$ cat src/rtl/riscv_pkg.sv
// rtl/riscv_pkg.sv - shared RV32M encodings, multiply/divide FSM states and widths
package riscv_pkg;

    localparam int XLEN      = 32;
    localparam int MDU_ITERS = 32;

    typedef enum logic [2:0] {
        OP_MUL    = 3'b000,
        OP_MULH   = 3'b001,
        OP_MULHSU = 3'b010,
        OP_MULHU  = 3'b011,
        OP_DIV    = 3'b100,
        OP_DIVU   = 3'b101,
        OP_REM    = 3'b110,
        OP_REMU   = 3'b111
    } md_op_t;

    typedef enum logic [1:0] {
        S_IDLE = 2'b00,
        S_CALC = 2'b01,
        S_FIX  = 2'b10,
        S_DONE = 2'b11
    } mdu_state_t;

endpackage

$ cat src/rtl/mul_div_unit.sv
// rtl/mul_div_unit.sv - iterative RV32M multiply/divide unit, fixed 34-cycle latency
module mul_div_unit
    import riscv_pkg::*;
(
    input  logic            clk,
    input  logic            reset,
    input  logic            start,
    input  logic            kill,
    input  logic [2:0]      funct3,
    input  logic [XLEN-1:0] a,
    input  logic [XLEN-1:0] b,
    input  logic [4:0]      rd,
    output logic            busy,
    output logic            done,
    output logic [XLEN-1:0] d,
    output logic [4:0]      w,
    output logic            wen
);

    mdu_state_t        state_q, state_d;
    logic [5:0]        cnt_q, cnt_d;
    md_op_t            op_q, op_d;
    logic [4:0]        rd_q, rd_d;
    logic              neg_a_q, neg_a_d;
    logic              neg_b_q, neg_b_d;
    logic              b_zero_q, b_zero_d;
    logic [XLEN-1:0]   opnd_q, opnd_d;
    logic [2*XLEN-1:0] acc_q, acc_d;
    logic [XLEN-1:0]   d_q, d_d;
    logic [4:0]        w_q, w_d;

    logic              accept;
    logic              a_signed, b_signed;
    logic              sa, sb;
    logic [XLEN-1:0]   a_mag, b_mag;
    logic [XLEN:0]     mul_sum;
    logic [XLEN:0]     div_trial;
    logic [2*XLEN-1:0] mul_next, div_next;
    logic [2*XLEN-1:0] prod;
    logic [XLEN-1:0]   quo, rem, result;

    assign accept = (state_q == S_IDLE) && start && !kill;

    always_comb begin
        a_signed = (funct3 == OP_MULH) || (funct3 == OP_MULHSU) ||
                   (funct3 == OP_DIV)  || (funct3 == OP_REM);
        b_signed = (funct3 == OP_MULH) || (funct3 == OP_DIV) || (funct3 == OP_REM);
        sa       = a_signed && a[XLEN-1];
        sb       = b_signed && b[XLEN-1];
        a_mag    = sa ? (~a + 32'd1) : a;
        b_mag    = sb ? (~b + 32'd1) : b;
    end

    // Multiply: acc = {partial, multiplier}, add multiplicand into the top half then shift right.
    // Divide: acc = {remainder, dividend/quotient}, shift left and try subtracting the divisor.
    always_comb begin
        mul_sum   = {1'b0, acc_q[2*XLEN-1:XLEN]} + (acc_q[0] ? {1'b0, opnd_q} : 33'd0);
        mul_next  = {mul_sum, acc_q[XLEN-1:1]};
        div_trial = acc_q[2*XLEN-1:XLEN-1] - {1'b0, opnd_q};
        div_next  = div_trial[XLEN] ? {acc_q[2*XLEN-2:0], 1'b0}
                                    : {div_trial[XLEN-1:0], acc_q[XLEN-2:0], 1'b1};
    end

    // Divide-by-zero leaves the dividend magnitude as remainder, so re-applying the
    // dividend sign yields a; only the quotient needs forcing to all ones.
    always_comb begin
        prod = (neg_a_q ^ neg_b_q) ? (~acc_q + 64'd1) : acc_q;
        quo  = acc_q[XLEN-1:0];
        rem  = acc_q[2*XLEN-1:XLEN];
        case (op_q)
            OP_MUL:                         result = prod[XLEN-1:0];
            OP_MULH, OP_MULHSU, OP_MULHU:   result = prod[2*XLEN-1:XLEN];
            OP_DIV, OP_DIVU:                result = b_zero_q ? 32'hFFFF_FFFF :
                                                     ((neg_a_q ^ neg_b_q) ? (~quo + 32'd1) : quo);
            default:                        result = neg_a_q ? (~rem + 32'd1) : rem;
        endcase
    end

    always_comb begin
        state_d = state_q;
        case (state_q)
            S_IDLE: if (start && !kill) state_d = S_CALC;
            S_CALC: begin
                if (kill)
                    state_d = S_IDLE;
                else if (cnt_q == 6'(MDU_ITERS - 1))
                    state_d = S_FIX;
            end
            S_FIX:  state_d = kill ? S_IDLE : S_DONE;
            S_DONE: state_d = S_IDLE;
            default: state_d = S_IDLE;
        endcase
    end

    always_comb begin
        cnt_d    = cnt_q;
        op_d     = op_q;
        rd_d     = rd_q;
        neg_a_d  = neg_a_q;
        neg_b_d  = neg_b_q;
        b_zero_d = b_zero_q;
        opnd_d   = opnd_q;
        acc_d    = acc_q;
        d_d      = d_q;
        w_d      = w_q;
        if (accept) begin
            cnt_d    = 6'd0;
            op_d     = md_op_t'(funct3);
            rd_d     = rd;
            neg_a_d  = sa;
            neg_b_d  = sb;
            b_zero_d = (b == 32'd0);
            opnd_d   = funct3[2] ? b_mag : a_mag;
            acc_d    = funct3[2] ? {32'd0, a_mag} : {32'd0, b_mag};
        end else if (state_q == S_CALC && !kill) begin
            cnt_d = cnt_q + 6'd1;
            acc_d = op_q[2] ? div_next : mul_next;
        end else if (state_q == S_FIX && !kill) begin
            d_d = result;
            w_d = rd_q;
        end
    end

    always_ff @(posedge clk) begin
        if (reset) begin
            state_q  <= S_IDLE;
            cnt_q    <= 6'd0;
            op_q     <= OP_MUL;
            rd_q     <= 5'd0;
            neg_a_q  <= 1'b0;
            neg_b_q  <= 1'b0;
            b_zero_q <= 1'b0;
            opnd_q   <= '0;
            acc_q    <= '0;
            d_q      <= '0;
            w_q      <= 5'd0;
        end else begin
            state_q  <= state_d;
            cnt_q    <= cnt_d;
            op_q     <= op_d;
            rd_q     <= rd_d;
            neg_a_q  <= neg_a_d;
            neg_b_q  <= neg_b_d;
            b_zero_q <= b_zero_d;
            opnd_q   <= opnd_d;
            acc_q    <= acc_d;
            d_q      <= d_d;
            w_q      <= w_d;
        end
    end

    always_comb begin
        busy = (state_q != S_IDLE);
        done = (state_q == S_DONE);
        wen  = done && (w_q != 5'd0);
        d    = d_q;
        w    = w_q;
    end

endmodule

$ cat config.mk
export PLATFORM = sky130hd
export DESIGN_NAME = mul_div_unit
export DESIGN_NICKNAME = d
export VERILOG_FILES = /design/src/rtl/riscv_pkg.sv /design/src/rtl/mul_div_unit.sv
export SDC_FILE = /design/constraint.sdc
export NUM_CORES = 1
export LEC_CHECK = 0
export ABC_AREA = 1
export ABC_CLOCK_PERIOD_IN_PS = 3200
export BUFFER_PORTS_ARGS = -buffer_cell sky130_fd_sc_hd__buf_2
export CORE_UTILIZATION = 50
export CTS_CLUSTER_DIAMETER = 30
export DETAILED_ROUTE_END_ITERATION = 10
export MAX_ROUTING_LAYER = met4
export PLACE_DENSITY = 0.68
export REMOVE_ABC_BUFFERS = 1
export SKIP_CTS_REPAIR_TIMING = 1
export SYNTH_ARGS = -nofsm -noshare
export SYNTH_HDL_FRONTEND = slang
export SYNTH_SLANG_ARGS = --single-unit
$ cat constraint.sdc
create_clock -name clk -period 3.2 [get_ports clk]
set_input_delay 0.48 -clock clk [delete_from_list [all_inputs] [get_ports clk]]
set_output_delay 0.48 -clock clk [all_outputs]
set_load 0.02 [all_outputs]
## Yosys cells after proc, flatten, opt, wreduce, memory -nomap -nowiden

Index checks and enable logic that the tools add are counted.

- Register bits after elaboration: 152
- Output and inout bits: 40
- Logic and storage cells: 86

- Add/sub/neg operators: 8
- Equal/unequal tests: 15
- Mux-type cells: 19
- Bitwise logic cells: 8
- Reductions and logical operators: 25

Operator list:

| operator | number |
|---|---|
| $mux 64 | 5 |
| $mux 32 | 8 |
| $add 32x1->32 const B | 4 |
| $not 32->32 | 4 |
| $pmux 32 s3 | 1 |
| $add 64x1->64 const B | 1 |
| $not 64->64 | 1 |
| $add 32x32->33 | 1 |
| $sub 33x32->33 | 1 |
| $logic_not 32->1 | 1 |
| $eq 3x3->1 const B | 4 |
| $eq 3x2->1 const B | 3 |
| $logic_and 1x1->1 | 8 |
| $mux 2 | 4 |
| $pmux 2 s4 | 1 |
| $add 6x1->6 const B | 1 |
| $eq 3x1->1 const B | 2 |
| $eq 6x5->1 const B | 1 |
| $logic_or 1x1->1 | 5 |
| $reduce_bool 5->1 | 1 |
| $eq 2x2->1 const B | 2 |
| $reduce_bool 2->1 | 2 |
| $reduce_or 2->1 | 2 |
| $logic_not 3->1 | 1 |
| 10 further kinds | 11 |

## Logic depth before layout (Yosys ltp)

Gate-level depths: netlist (run 1).

- Depth after elaboration: 8
- Mapped depth: 20

## Least setup slack after synthesis (run 1)

No wires, ideal clock.

- Kind: register -> register
- From: register acc_q[0]
- To: register acc_q[59]
- Library setup time: 0.132 ns
- Arrival: 2.389 ns
- Data required time: 3.068 ns
- Path slack: 0.679 ns
- Stages on the path, launching flop included: 20
- Buffers on the path: 2
- Clock period less this slack: 2.521 ns
- Cells stage by stage: dfxtp_1 -> buf_6 -> clkbuf_1 -> nand2_1 -> inv_1 -> ha_1 -> inv_1 -> fa_1 -> o21ai_1 -> nand2_1 -> nand2_1 -> nand2_1 -> nand2_1 -> nand2_1 -> nand3_1 -> nand2_1 -> nor2_1 -> nor2_1 -> nand2_1 -> a21oi_1

- Cells in the longest elaborated chain, start to end: 5

Ends and longest elaborated chain:

| what | line | RTL |
|---|---|---|
| start, declared | mul_div_unit.sv:28 | `logic [2*XLEN-1:0] acc_q, acc_d;` |
| start signal, assigned | mul_div_unit.sv:134 | `acc_q <= '0;` |
| start signal, assigned | mul_div_unit.sv:146 | `acc_q <= acc_d;` |
| $mux 32 | mul_div_unit.sv:57 | `mul_sum = {1'b0, acc_q[2*XLEN-1:XLEN]} + (acc_q[0] ? {1'b0, opnd_q} : 33'd0);` |
| $add 32x32->33 | mul_div_unit.sv:57 |  |
| $mux 64 | mul_div_unit.sv:117 | `acc_d = op_q[2] ? div_next : mul_next;` |
| $mux 64 | mul_div_unit.sv:115 | `end else if (state_q == S_CALC && !kill) begin` |
| $mux 64 | mul_div_unit.sv:106 | `if (accept) begin` |

Every way passes these cells. The select of a mux whose other input is x is not followed.
A chain may end at the register's enable or synchronous reset.

## Worst setup path after layout (run 1)

- From: register acc_q[32]
- To: register acc_q[44]

- Cells in the longest elaborated chain, start to end: 5

Ends and longest elaborated chain:

| what | line | RTL |
|---|---|---|
| $sub 33x32->33 | mul_div_unit.sv:59 | `div_trial = acc_q[2*XLEN-1:XLEN-1] - {1'b0, opnd_q};` |
| $mux 64 | mul_div_unit.sv:60 | `div_next = div_trial[XLEN] ? {acc_q[2*XLEN-2:0], 1'b0}` |
| $mux 64 * | mul_div_unit.sv:117 |  |
| $mux 64 * | mul_div_unit.sv:115 |  |
| $mux 64 * | mul_div_unit.sv:106 |  |

Mark *: on every way between the ends. The rest lies on a longest branch, timed or not. The select of a mux whose other input is x is not followed.

==> impl_metrics.sql, run 1 <==
INSERT INTO impl_metrics (metric_group, metric, value, unit) VALUES
('die', 'die_width', '186', 'µm'),
('synthesis', 'synth_edf_count', '0', ''),
('global_route', 'track_usage', '43.4', '%'),
('routing', 'antenna_violating_nets_post_route', '0', ''),
('synthesis', 'synth_commonest_cells', '943 x sky130_fd_sc_hd__nand2_1, 459 x sky130_fd_sc_hd__inv_1, 300 x sky130_fd_sc_hd__nor2_1', ''),
('synthesis', 'synth-async-reset-ratio', '0', '%'),
('die', 'effective_utilization_at_floorplan', '50.7', '%'),
('setup_path', 'timing.critical_path.mode_cell', 'sky130_fd_sc_hd__nand2_2', ''),
('setup_path', 'critical_path.slowest_cell', 'sky130_fd_sc_hd__dfxtp_1', ''),
('synthesis', 'netlist.top_cell.by_area', 'sky130_fd_sc_hd__nand2_1', ''),
('clock_network', 'htree_num_levels', '4', ''),
('clock_network', 'cts_root_buf', 'sky130_fd_sc_hd__clkbuf_16', ''),
('synthesis', 'synth_area_leaders', 'sky130_fd_sc_hd__nand2_1 21%, sky130_fd_sc_hd__dfxtp_1 18%, sky130_fd_sc_hd__inv_1 10%, sky130_fd_sc_hd__nand3_1 7.9%, sky130_fd_sc_hd__nor2_1 6.6%', ''),
('routing', 'routed_wire_length_per_instance', '20.2', 'µm'),
('sta', 'worst_slew_slack_as_a_fraction_of_its_limit', '40.9', '%'),
('synthesis', 'syn_area', '17000', 'µm²'),
('clock_network', 'tritoncts', 'yes', ''),
('place', 'pre_cts_slack', '0.428', 'ns'),
('sta', 'period_share', '88.9', '%'),
('setup_path', 'critPathRequiredTime', '3.56', 'ns'),
('setup_path', 'critical_path.startpoint', 'acc_q[32]', ''),
('final_layout', 'final_cell_area', '18800', 'µm²'),
('place', 'port-buffer-count', '115', ''),
('min_path', 'min-delay-path-class', 'in -> reg', ''),
('synthesis', 'number_of_register_bits_inferred_by_synthesis', '152', ''),
('place', 'post-dp-hpwl', '59.0', 'mm'),
('setup_path', 'cp-end-kind', 'flop', ''),
('global_route', 'grt_antenna_before_repair', '1', ''),
('sta', 'unrepaired_setup_endpoints_after_global_routing', 'no', ''),
('setup_path', 'crit_fanout', '24', ''),
('synthesis', 'syn-instance-count', '3063', ''),
('clock_network', 'cts.clk_slew.worst_paths', '0.08', 'ns'),
('routing', 'detail_route.wirelength', '73.4', 'mm'),
('synthesis', 'postSynthAreaPerCell', '5.54', 'µm²'),
('setup_path', 'setup.worst_path.start_class', 'flop', ''),
('final_layout', 'synthToLayoutAreaGrowth', '10.8', '%'),
('sta', 'worst_slew_pin_slew', '0.883', 'ns'),
('final_layout', 'final_net_count', '3314', ''),
('clock_network', 'number_of_clock_sinks', '152', ''),
('synthesis', 'yosys.cell_types.count', '57', ''),
('routing', 'detailed_router_s_first_iteration_violation_count', '2929', ''),
('place', 'gp_routability_congestion', '1.02', ''),
('setup_path', 'crit_type', 'reg -> reg', ''),
('setup_path', 'launching_point_of_the_worst_reg2reg_path', 'acc_q[32]', ''),
('routing', 'route.vias.total', '21200', ''),
('synthesis', 'ys_seq_area_share', '17.9', '%'),
('global_route', 'grt-ovfl-total', '0', ''),
('power_and_ir_drop', 'cellLeakagePower', '9.62', 'nW'),
('clock_network', 'clock_latency', '0.46', 'ns'),
('synthesis', 'postSynth.topFlopCell', 'sky130_fd_sc_hd__dfxtp_1', ''),
('power_and_ir_drop', 'max-vdd-ir-drop', '0.434', 'mV'),
('power_and_ir_drop', 'power.total', '0.00666', 'W'),
('clock_network', 'clock_tree.buffer_depth', '2', ''),
('die', 'design.core.area', '33400', 'µm²'),
('power_and_ir_drop', 'pwr_density_cell', '355', 'nW/µm²'),
('sta', 'count_of_pins_over_their_slew_limit', '0', ''),
('setup_path', 'path_cells', 'inv_1, fa_1, inv_1, nand2_1, nand2_1, nand3_1, nand2_2, nand2_2, nand2_2, nand2_2, nand2_2, nand2_2, nand2_4, buf_4, nand2_1, nand3_1, nand3_1, a21oi_1', ''),
('synthesis', 'synth.yosys.warnings', '0', ''),
('sta', 'setup_violators_final', '0', ''),
('routing', 'dr.pass1.iters', '6', ''),
('sta', 'fin_ws', '0.354', 'ns'),
('outcome', 'outcome', 'finished, final reports clean', ''),
('setup_path', 'timing.critical_path.arrival', '3.21', 'ns'),
('global_route', 'via_count_of_the_first_global_routing_pass', '18800', ''),
('sta', 'fin_setup_tns', '0', 'ns'),
('clock_network', 'numCtsBuffers', '17', ''),
('final_layout', 'final_layout_size_suffix_gt1_share', '9.12', '%'),
('routing', 'remaining_drcs', '0', ''),
('place', 'placedInstanceArea', '18200', 'µm²'),
('sta', 'shortest_period_the_worst_path_allows', '2.85', 'ns'),
('die', 'boundaryPins', '116', '');
[per-layer routing]
| layer | part of all wire (%) | global-route usage (%) | vias up |
|---|---|---|---|
| li1 | - | - | 10100 |
| met1 | 42 | 58.5 | 9551 |
| met2 | 41 | 63.3 | 1386 |
| met3 | 12 | 7.81 | 171 |
| met4 | 4.5 | 18.0 | 0 |
| met5 | 0 | - | - |
[registers in the layout, indices dropped and copies added, names as in the netlist]
name and cells:
op_q 3, w 5, d 32, neg_a_q 1, state_q 2, acc_q 64, b_zero_q 1, neg_b_q 1
cnt_q 6, rd_q 5, opnd_q 32
[report_power, final]
group          internal, W  leakage (nW)  total [W]  switching, W
Sequential         0.00197          1.24    0.00210      0.000124
Combinational     0.000756          8.12    0.00254       0.00178
Clock              0.00111         0.266    0.00203      0.000919
Total              0.00384          9.62    0.00666       0.00283
[cells in the final DEF, fill, tap and decap left out, drive strengths merged, types with 34 or more instances in the layout]
cell and n:
o21ai 173, nor3 40, nand4 42, a221oi 34, a21oi 184, inv 469, ha 69, xor2 78
nand3 269, nand2 963, dfxtp 152, nor2 315, buf 192
[final cells by class]
class                   instances  area [µm²]
diodes                          2        5.00
clock buffers                  21         460
clock inverters                11        97.6
fillers                      3580       14600
inverters                     469        1760
multi-input cells            2335       11700
flip-flops and latches        152        3040
well taps                     448         561
repair buffers                192        1200
[worst max-delay path, delay by kind of cell, from the launching register on]
kind | cells | cell delay (ns)
AND/OR/NAND/NOR | 13 | 1.16
flip-flops | 1 | 0.49
buffers and inverters | 3 | 0.48
adder cells (fa/ha/maj) | 1 | 0.46
AO/OA/AOI/OAI | 1 | 0.16
[final timing paths]
kind          endpoint  slack (ns)  cells after the start
max reg2reg  acc_q[44]        0.35                     18
max          acc_q[44]        0.35                     18
min reg2reg      d[20]        0.46                      2
min            rd_q[4]        0.29                      3
[cell families after synthesis]
logic type,count (synthesis),synth area share (%)
compound gates,499,16.9
xor+xnor,97,5.01
fa+ha+maj,71,5.32
buf+inv,576,13.5
flops,152,17.9
simple gates,1668,41.3
[per-stage QoR]
step / hold slack (ns) / cells
after floorplan: 0.423 / 2956
after CTS: 0.285 / 3628
after global routing: 0.328 / 3629
after global placement: 0.449 / 3596
after detailed placement: 0.453 / 3596
final: 0.293 / 3630
(Power assumes the default switching activity.)
==> inputs of run 2 (changes only) <==
Settings changed: CORE_MARGIN from default to 5.
==> run 2 against run 1 <==
- routed wire length increased by 1.0%
- clock power increased by 3%
- largest cell class unchanged
- utilization decreased by 0.25 points
- largest power group unchanged
- clock skew increased by 0.0014 ns
- critical path depth decreased by 3
==> impl_metrics.sql, run 2 (synthesis results as in run 1) <==
INSERT INTO impl_metrics (metric_group, metric, value, unit) VALUES
('outcome', 'outcome', 'finished, final reports clean', ''),
('final_layout', 'antenna_cells_inserted', '0', ''),
('die', 'y_dimension_of_the_die', '194', 'µm'),
('final_layout', 'largest_register', 'acc_q', ''),
('setup_path', 'launching_point_of_the_worst_reg2reg_path', 'acc_q[0]', ''),
('power_and_ir_drop', 'pwr_density_cell', '359', 'nW/µm²'),
('place', 'gp_routability_congestion', '1.09', ''),
('power_and_ir_drop', 'cellLeakagePower', '9.60', 'nW'),
('routing', 'detailed_router_s_first_iteration_violation_count', '3171', ''),
('routing', 'dr.pass1.iters', '6', ''),
('global_route', 'track_usage', '38.7', '%'),
('setup_path', 'crit_type', 'reg -> reg', ''),
('place', 'placedInstanceArea', '18200', 'µm²'),
('die', 'effective_utilization_at_floorplan', '50.6', '%'),
('global_route', 'grt_antenna_before_repair', '0', ''),
('power_and_ir_drop', 'seqPwrFrac', '31.2', '%'),
('die', 'boundaryPins', '116', ''),
('routing', 'antenna_violating_nets_post_route', '0', ''),
('final_layout', 'final_cell_area', '18800', 'µm²'),
('sta', 'max_freq', '0.345', 'GHz'),
('min_path', 'min-delay-path-class', 'in -> reg', ''),
('min_path', 'holdPathEnd', 'rd_q[3]', ''),
('setup_path', 'critPathRequiredTime', '3.51', 'ns'),
('die', 'die_width', '194', 'µm'),
('global_route', 'grt_max_degree', '40', ''),
('clock_network', 'clock_latency', '0.46', 'ns'),
('power_and_ir_drop', 'power.combinational.fraction', '37.6', '%'),
('final_layout', 'largest_reg_flops', '64', ''),
('power_and_ir_drop', 'power.total', '0.00674', 'W'),
('setup_path', 'cp-end-kind', 'flop', ''),
('final_layout', 'ff_latch_area', '3040', 'µm²'),
('clock_network', 'htree_num_levels', '4', ''),
('sta', 'hold_viol_final', '0', ''),
('power_and_ir_drop', 'cell_internal_pwr', '0.00394', 'W'),
('job', 'cap_violations', '0', ''),
('power_and_ir_drop', 'clock_share_of_power', '31.2', '%'),
('final_layout', 'final_layout_size_suffix_gt1_share', '8.86', '%'),
('global_route', 'via_count_of_the_first_global_routing_pass', '19100', ''),
('routing', 'routed_wire_length_per_instance', '20.5', 'µm'),
('power_and_ir_drop', 'max-vdd-ir-drop', '0.450', 'mV'),
('clock_network', 'number_of_clock_sinks', '152', ''),
('die', 'core.rowCount', '67', ''),
('sta', 'setup_violators_final', '0', ''),
('clock_network', 'numCtsBuffers', '17', ''),
('power_and_ir_drop', 'switching_power', '0.00280', 'W'),
('sta', 'worst_slew_pin_slew', '0.763', 'ns'),
('clock_network', 'clock_tree.buffer_depth', '2', ''),
('setup_path', 'worst_r2r_path_depth', '15', ''),
('clock_network', 'cts.clk_slew.worst_paths', '0.06', 'ns'),
('final_layout', 'finalCoreUtilization', '56.0', '%'),
('clock_network', 'tritoncts', 'yes', ''),
('final_layout', 'fill_cells', '3574', ''),
('routing', 'detail_route.wirelength', '74.1', 'mm'),
('sta', 'unrepaired_setup_endpoints_after_global_routing', 'no', ''),
('global_route', 'grt-ovfl-total', '0', ''),
('sta', 'shortest_period_the_worst_path_allows', '2.90', 'ns'),
('place', 'port-buffer-count', '115', ''),
('routing', 'route.detailed.vias_per_inst', '5.89', ''),
('sta', 'worst_slew_slack_as_a_fraction_of_its_limit', '48.7', '%'),
('final_layout', 'most-common-layout-cells', '943 x sky130_fd_sc_hd__nand2_1, 458 x sky130_fd_sc_hd__inv_1, 297 x sky130_fd_sc_hd__nor2_1', ''),
('setup_path', 'regToRegSetupSlack', '0.30', 'ns'),
('min_path', 'min_from', 'rd[3]', ''),
('sta', 'period_share', '90.6', '%'),
('final_layout', 'final_common_cell', 'sky130_fd_sc_hd__nand2_1', ''),
('final_layout', 'multi_input_comb_area', '11700', 'µm²'),
('clock_network', 'cts_root_buf', 'sky130_fd_sc_hd__clkbuf_16', ''),
('setup_path', 'timing.critical_path.arrival', '3.21', 'ns'),
('setup_path', 'worstReg2RegEnd', 'acc_q[62]', ''),
('power_and_ir_drop', 'power.switching_fraction', '41.5', '%'),
('routing', 'remaining_drcs', '0', ''),
('routing', 'route.vias.total', '21300', ''),
('final_layout', 'final_net_count', '3305', ''),
('setup_path', 'setup.worst_path.start_class', 'flop', ''),
('sta', 'fin_skew', '0.0173', 'ns'),
('min_path', 'timing.hold.worst_path_depth', '3', ''),
('sta', 'final.hold.worst_slack', '0.294', 'ns'),
('place', 'post-dp-hpwl', '59.7', 'mm'),
('final_layout', 'synthToLayoutAreaGrowth', '10.5', '%'),
('setup_path', 'crit_fanout', '19', ''),
('sta', 'count_of_pins_over_their_slew_limit', '0', ''),
('die', 'die-area', '37700', 'µm²'),
('global_route', 'grt_pass1_wl', '112', 'mm'),
('die', 'design.core.area', '33500', 'µm²');
run 2: cell count changes in the layout (fill, tap and decap cells not counted), moves of 2 or more:
cell,delta
sky130_fd_sc_hd__clkinv_4,+2
sky130_fd_sc_hd__diode_2,-2
sky130_fd_sc_hd__buf_4,-9
sky130_fd_sc_hd__clkinvlp_4,-3
run 2: worst max-delay path, cell delays in order (launching register included):
cell and delay (ns):
sky130_fd_sc_hd__dfxtp_1 0.31, sky130_fd_sc_hd__buf_4 0.22, sky130_fd_sc_hd__nand2_1 0.08, sky130_fd_sc_hd__inv_1 0.04
sky130_fd_sc_hd__ha_1 0.36, sky130_fd_sc_hd__nand2_1 0.11, sky130_fd_sc_hd__o21ai_1 0.46, sky130_fd_sc_hd__nand2_1 0.09
sky130_fd_sc_hd__nand2_1 0.14, sky130_fd_sc_hd__inv_1 0.09, sky130_fd_sc_hd__o21ai_1 0.26, sky130_fd_sc_hd__nand2_1 0.15
sky130_fd_sc_hd__nand3_1 0.10, sky130_fd_sc_hd__nand3_1 0.14, sky130_fd_sc_hd__nand3_1 0.13, sky130_fd_sc_hd__a21oi_1 0.07
run 2: stage by stage:
stage	cells	TNS [ns]	setup WS, ns
2_1_floorplan	2956	-97.22	-2.07
3_3_place_gp	3587	0	0.483
3_5_place_dp	3587	0	0.392
4_1_cts	3618	0	0.388
5_1_grt	3618	0	0.107
6_report	3618	0	0.301
run 2: metal layers:
layer | up-vias | wire [µm] | track usage (%)
li1 | 10100 | - | -
met1 | 9662 | 31500 | 54.9
met2 | 1401 | 30300 | 55.1
met3 | 187 | 9060 | 6.55
met4 | 0 | 3200 | 14.5
met5 | - | 0 | -
run 2: cell type report:
| cell class | count | area share (%) |
|---|---|---|
| multi-input combinational | 2335 | 62.2 |
| sequential | 152 | 16.2 |
| inverter | 469 | 9.38 |
| timing repair buffer | 183 | 6.06 |
| tap | 448 | 2.99 |
| clock buffer | 21 | 2.51 |
| clock inverter | 10 | 0.627 |
run 2: power by group through the flow:
stage	sequential, W	combinational, W	clock [W]
finish	0.00210	0.00253	0.00210
CTS	0.00209	0.00244	0.00211
global route	0.00210	0.00276	0.00218
detailed placement	0.00213	0.00243	0
global placement	0.00213	0.00241	0
floorplan	0.00210	0.00158	0
run 2: worst max-delay path by stage:
stage,start,endpoint,slack [ns],cells past startpoint
final,acc_q[0],acc_q[62],0.30,15
after global routing,acc_q[0],acc_q[62],0.11,16
after CTS,acc_q[0],acc_q[62],0.39,15
after detailed placement,acc_q[0],acc_q[62],0.39,15
after global placement,acc_q[0],acc_q[62],0.48,15
after floorplan,start,acc_q[8],-2.07,9
